===== config.mk =====
export PLATFORM = sky130hd
export DESIGN_NAME = ibuffer_unpack
export DESIGN_NICKNAME = d
export VERILOG_FILES = /design/src/rtl/ibuffer_unpack.sv
export SDC_FILE = /design/constraint.sdc
export NUM_CORES = 2
export LEC_CHECK = 0
export CAP_MARGIN = 15
export CORE_ASPECT_RATIO = 0.5
export CORE_UTILIZATION = 31
export DETAILED_ROUTE_END_ITERATION = 8
export PLACE_DENSITY = 0.53
export SYNTH_ARGS = -nofsm -noshare
export SYNTH_HDL_FRONTEND = slang
export SYNTH_SLANG_ARGS = --single-unit

===== constraint.sdc =====
create_clock -name clock -period 129.7 [get_ports clock]
set_input_delay 32.425 -clock clock [delete_from_list [all_inputs] [get_ports clock]]
set_output_delay 32.425 -clock clock [all_outputs]
set_load 0.01 [all_outputs]

===== src/rtl/ibuffer_unpack.sv =====
// Instruction buffer: unpacks 128-bit fetch lines into {pc, inst} entries
// and presents the oldest entry first-word-fall-through to the decoder.
module ibuffer_unpack #(
    parameter int DEPTH    = 16,
    parameter int PC_WIDTH = 48
) (
    input  logic                    clock,
    input  logic                    reset,
    input  logic                    flush,
    input  logic                    fetch_valid,
    output logic                    fetch_ready,
    input  logic [PC_WIDTH-1:0]     fetch_pc,
    input  logic [127:0]            fetch_inst,
    input  logic                    fifo_read_en,
    input  logic                    mem_stall,
    output logic                    ibuffer_instr_valid,
    output logic [31:0]             ibuffer_inst_out,
    output logic [PC_WIDTH-1:0]     ibuffer_pc_out,
    output logic                    fifo_empty,
    output logic [$clog2(DEPTH):0]  fifo_count
);

    localparam int AW = $clog2(DEPTH);
    localparam int CW = AW + 1;

    logic [PC_WIDTH-1:0] pc_mem_q   [DEPTH];
    logic [PC_WIDTH-1:0] pc_mem_d   [DEPTH];
    logic [31:0]         inst_mem_q [DEPTH];
    logic [31:0]         inst_mem_d [DEPTH];

    logic [AW-1:0] wptr_q, wptr_d;
    logic [AW-1:0] rptr_q, rptr_d;
    logic [CW-1:0] count_q, count_d;

    logic                push;
    logic                pop;
    logic [1:0]          start;
    logic [2:0]          n;
    logic [PC_WIDTH-1:0] base;
    logic [2:0]          slot [4];

    assign start = fetch_pc[3:2];
    assign n     = 3'd4 - {1'b0, start};
    assign base  = {fetch_pc[PC_WIDTH-1:4], 4'b0000};

    assign fifo_empty  = (count_q == '0);
    assign fifo_count  = count_q;
    assign fetch_ready = (count_q <= CW'(DEPTH - 4)) & ~flush;

    assign push = fetch_valid & fetch_ready;
    assign pop  = fifo_read_en & ~mem_stall & ~fifo_empty;

    assign ibuffer_instr_valid = ~fifo_empty;
    assign ibuffer_inst_out    = fifo_empty ? 32'd0 : inst_mem_q[rptr_q];
    assign ibuffer_pc_out      = fifo_empty ? '0 : pc_mem_q[rptr_q];

    always_comb begin
        for (int i = 0; i < 4; i++) begin
            slot[i] = {1'b0, start} + 3'(i);
        end
    end

    // Only slots start..3 are valid; entry i lands at wptr+i modulo DEPTH.
    always_comb begin
        pc_mem_d   = pc_mem_q;
        inst_mem_d = inst_mem_q;
        if (push) begin
            for (int i = 0; i < 4; i++) begin
                if (3'(i) < n) begin
                    pc_mem_d[wptr_q + AW'(i)] =
                        base + PC_WIDTH'({slot[i][1:0], 2'b00});
                    inst_mem_d[wptr_q + AW'(i)] =
                        fetch_inst[{slot[i][1:0], 5'b00000} +: 32];
                end
            end
        end
    end

    always_comb begin
        wptr_d  = wptr_q;
        rptr_d  = rptr_q;
        count_d = count_q;
        if (reset || flush) begin
            wptr_d  = '0;
            rptr_d  = '0;
            count_d = '0;
        end else begin
            if (push) begin
                wptr_d = wptr_q + AW'(n);
            end
            if (pop) begin
                rptr_d = rptr_q + AW'(1);
            end
            count_d = count_q
                    + (push ? CW'(n) : CW'(0))
                    - (pop ? CW'(1) : CW'(0));
        end
    end

    always_ff @(posedge clock) begin
        wptr_q  <= wptr_d;
        rptr_q  <= rptr_d;
        count_q <= count_d;
    end

    // Storage needs no reset: reads are gated by the registered count.
    always_ff @(posedge clock) begin
        pc_mem_q   <= pc_mem_d;
        inst_mem_q <= inst_mem_d;
    end

endmodule


==> summary.txt <==
outcome = finished, final reports clean
Placer Congestion = 0.859
Worst Max-Slew Pin Slew = 1300 ps
Final Util = 0.352
Crit Path Category = in -> out
worst min path class = reg -> reg
area leader, netlist = edfxtp_1
Clk pin slew, worst setup/hold paths = 60 ps
f_max = 15.1 MHz
WP data required = 97280 ps
Nets = 6672
most common cell after layout, fill and taps aside = edfxtp_1
CTS tree = done
FF-to-FF Start = fifo_count[3]
synthesized flop and latch total = 1293
EDFF count, synth = 1280
post-CTS setup repair buffer count = 0
Top Layer Used = met5
routed length on met3 = 45000 um
post-synthesis cell count = 6671
Root Driver = clkbuf_16
Placed Instances = 9825
cell family with most CP delay = buffers and inverters
Buf/Inv on CP = 2
arrival time worst endpoint = 33750 ps
synth warn = 0
vias in the first global route = 61700
final-report hold violation count = 0
synthesized area = 82700 sq um
row count = 133
# fillers = 25500
HPWL after detailed placement = 174000 um
Routed WL per cell = 33.7 um
P per Cell Area = 13.3 nW/um^2
worst r2r path cells = 8
total negative slack = 0 ps
Most common cell on crit path = clkdlybuf4s50_1
Die W = 732 um
Slew Limit Fails = 0
Hold Crit Start = pc_mem_q[48]
Net Count, Synth = 6872
GR Overflow Total = 0
DR iter-0 viols = 10200
CP Launch Type = input pin
Crit-path slowest cell = clkdlybuf4s50_1
worst hold stages = 1
clk buf depth = 4
RSZ-0062 raised after global routing = no
Detail Route Antenna Nets = 0
FFs w/ async S/R, synth = 0
DIE AREA = 269000 sq um
part of the cycle the worst path needs = 0.510
initial antenna violation count = 21
CTS Hold Bufs = 0
DRT Pass-1 Iters = 7
min Tclk post-route = 66180 ps
Post-Place Worst Slack = 63520 ps
Ports = 270
max-cap viol count = 0
Die Y = 367 um
post-CTS sizing = 0
Leakage = 30.1 nW
first-pass GRT wire length = 475000 um
Initial Util = 0.313
share of layout cells above drive strength 1 = 0.270
worst-skew pair later-pin latency = 830 ps
area grow syn2layout = 12.4%
Unique masters post-synth = 81
Final WS setup = 63520 ps
largest net degree at the start of global routing = 167
VDD IR-drop max = 0.0116 mV
hold endpoint = pc_mem_q[48]
overall routed net length = 340000 um
Clock Sinks = 1293
worst r2r dst = pc_mem_q[161]
register area share after synthesis = 0.468
met2 wire length = 146000 um
GRT Total Usage = 0.242
H-Tree Depth = 4
via count = 65500
CP Max Fanout = 2
Post-route DRC = 0
Non-Filler Instances = 10100
Vias/cell = 6.49
R2R Setup Slk = 123630 ps
crit-path cells = clkdlybuf4s50_1, a311oi_1, clkdlybuf4s50_1
syn_area_per_cell = 12.4 sq um
Area contributors post-synth = edfxtp_1 (46%), mux4_2 (14%), mux2_2 (9.3%)
Inserted Clock Buffers = 154
Max-Slew Margin vs Limit = 0.135
Port Buffer Count = 267
wire length on met1 = 131000 um
prevailing post-synth register cell = edfxtp_1
top-area cell type share of the netlist area = 0.465
core area = 264000 sq um
Worst path max stage delay = 600 ps
commonest non-fill, non-tap cells in the layout = edfxtp_1 (1280), mux2_2 (684), nor2_1 (529)
Final Skew = 41.3 ps
# setup viols final = 0
CP Capture Type = output port
## metrics by stage
stage | cell area (sq um) | power (mW) | hold WS (ps)
final | 92900 | 1.24 | 552
after global placement | 88500 | 0.831 | 538
after CTS | 92900 | 1.24 | 557
after global routing | 92900 | 1.28 | 570
after detailed placement | 88500 | 0.834 | 541
after floorplan | 82700 | 0.792 | 518
## sequential cells by signal, summed over array words and instances (netlist names)
signal,flops
rptr_q,4
pc_mem_q,768
wptr_q,4
inst_mem_q,512
fifo_count,5
## synthesized netlist by cell type (45+ instances only)
| library cell | count |
|---|---|
| a211o_1 | 130 |
| a211oi_1 | 217 |
| a21o_1 | 84 |
| a21oi_1 | 327 |
| a221o_1 | 181 |
| a22oi_1 | 107 |
| a31o_2 | 65 |
| a31oi_1 | 170 |
| and2_1 | 107 |
| buf_1 | 64 |
| buf_2 | 152 |
| clkbuf_1 | 542 |
| edfxtp_1 | 1280 |
| inv_1 | 54 |
| mux2_2 | 684 |
| mux2i_1 | 219 |
| mux4_2 | 528 |
| nand2_1 | 491 |
| nand3_1 | 45 |
| nor2_1 | 541 |
| nor3_1 | 62 |
| o21ai_0 | 176 |
| o31ai_1 | 56 |
## worst register-to-register path, cell delays in order (launching register included)
cell and delay, ps:
dfxtp_1 390, or3b_2 460, a311oi_1 340, nand2_1 330, inv_8 630, buf_4 870, buf_4 860, buf_4 870
buf_12 630
## logic make-up (layout without fill, tap and decap cells)
family,after synthesis,in the layout,synth area share
AO/OA/AOI/OAI,1661,1661,0.143
XOR/XNOR,11,11,0.00148
adder cells (fa/ha/maj),19,19,0.00306
buffers and inverters,859,761,0.0438
flip-flops,1293,1293,0.468
multiplexers,1465,1465,0.268
other,0,5,0
AND/OR/NAND/NOR,1363,1363,0.0724
## per-layer routing
| layer | vias to the layer above | global-route usage |
|---|---|---|
| met5 | - | 0.00406 |
| met1 | 33300 | 0.322 |
| met3 | 1067 | 0.0779 |
| met2 | 4955 | 0.361 |
| met4 | 32 | 0.102 |
| li1 | 26200 | - |
## worst max path at each step
stage | start | to | slack (ps) | cells after the start
2_1_floorplan | flush | inst_mem_q[0] | 64240 | 3
6_report | flush | fetch_ready | 63520 | 3
3_3_place_gp | flush | fetch_ready | 63530 | 3
4_1_cts | flush | fetch_ready | 63520 | 3
5_1_grt | flush | fetch_ready | 63430 | 3
3_5_place_dp | flush | fetch_ready | 63520 | 3
## power by group
group	switching, mW	internal (mW)	total (mW)
Combinational	0.165	0.122	0.286
Sequential	0.0190	0.522	0.541
Clock	0.186	0.226	0.411
Total	0.369	0.869	1.24
## final cells by class
| type | count | area, sq um | area share |
|---|---|---|---|
| clock inverter | 62 | 403 | 0.00434 |
| tap | 3510 | 4390 | 0.0473 |
| antenna | 5 | 12.5 | 0.000135 |
| clock buffer | 196 | 4010 | 0.0432 |
| multi-input combinational | 4519 | 41100 | 0.442 |
| inverter | 58 | 225 | 0.00242 |
| timing repair buffer | 445 | 4070 | 0.0438 |
| sequential | 1293 | 38700 | 0.417 |
Power figures use the tool's default switching activity.
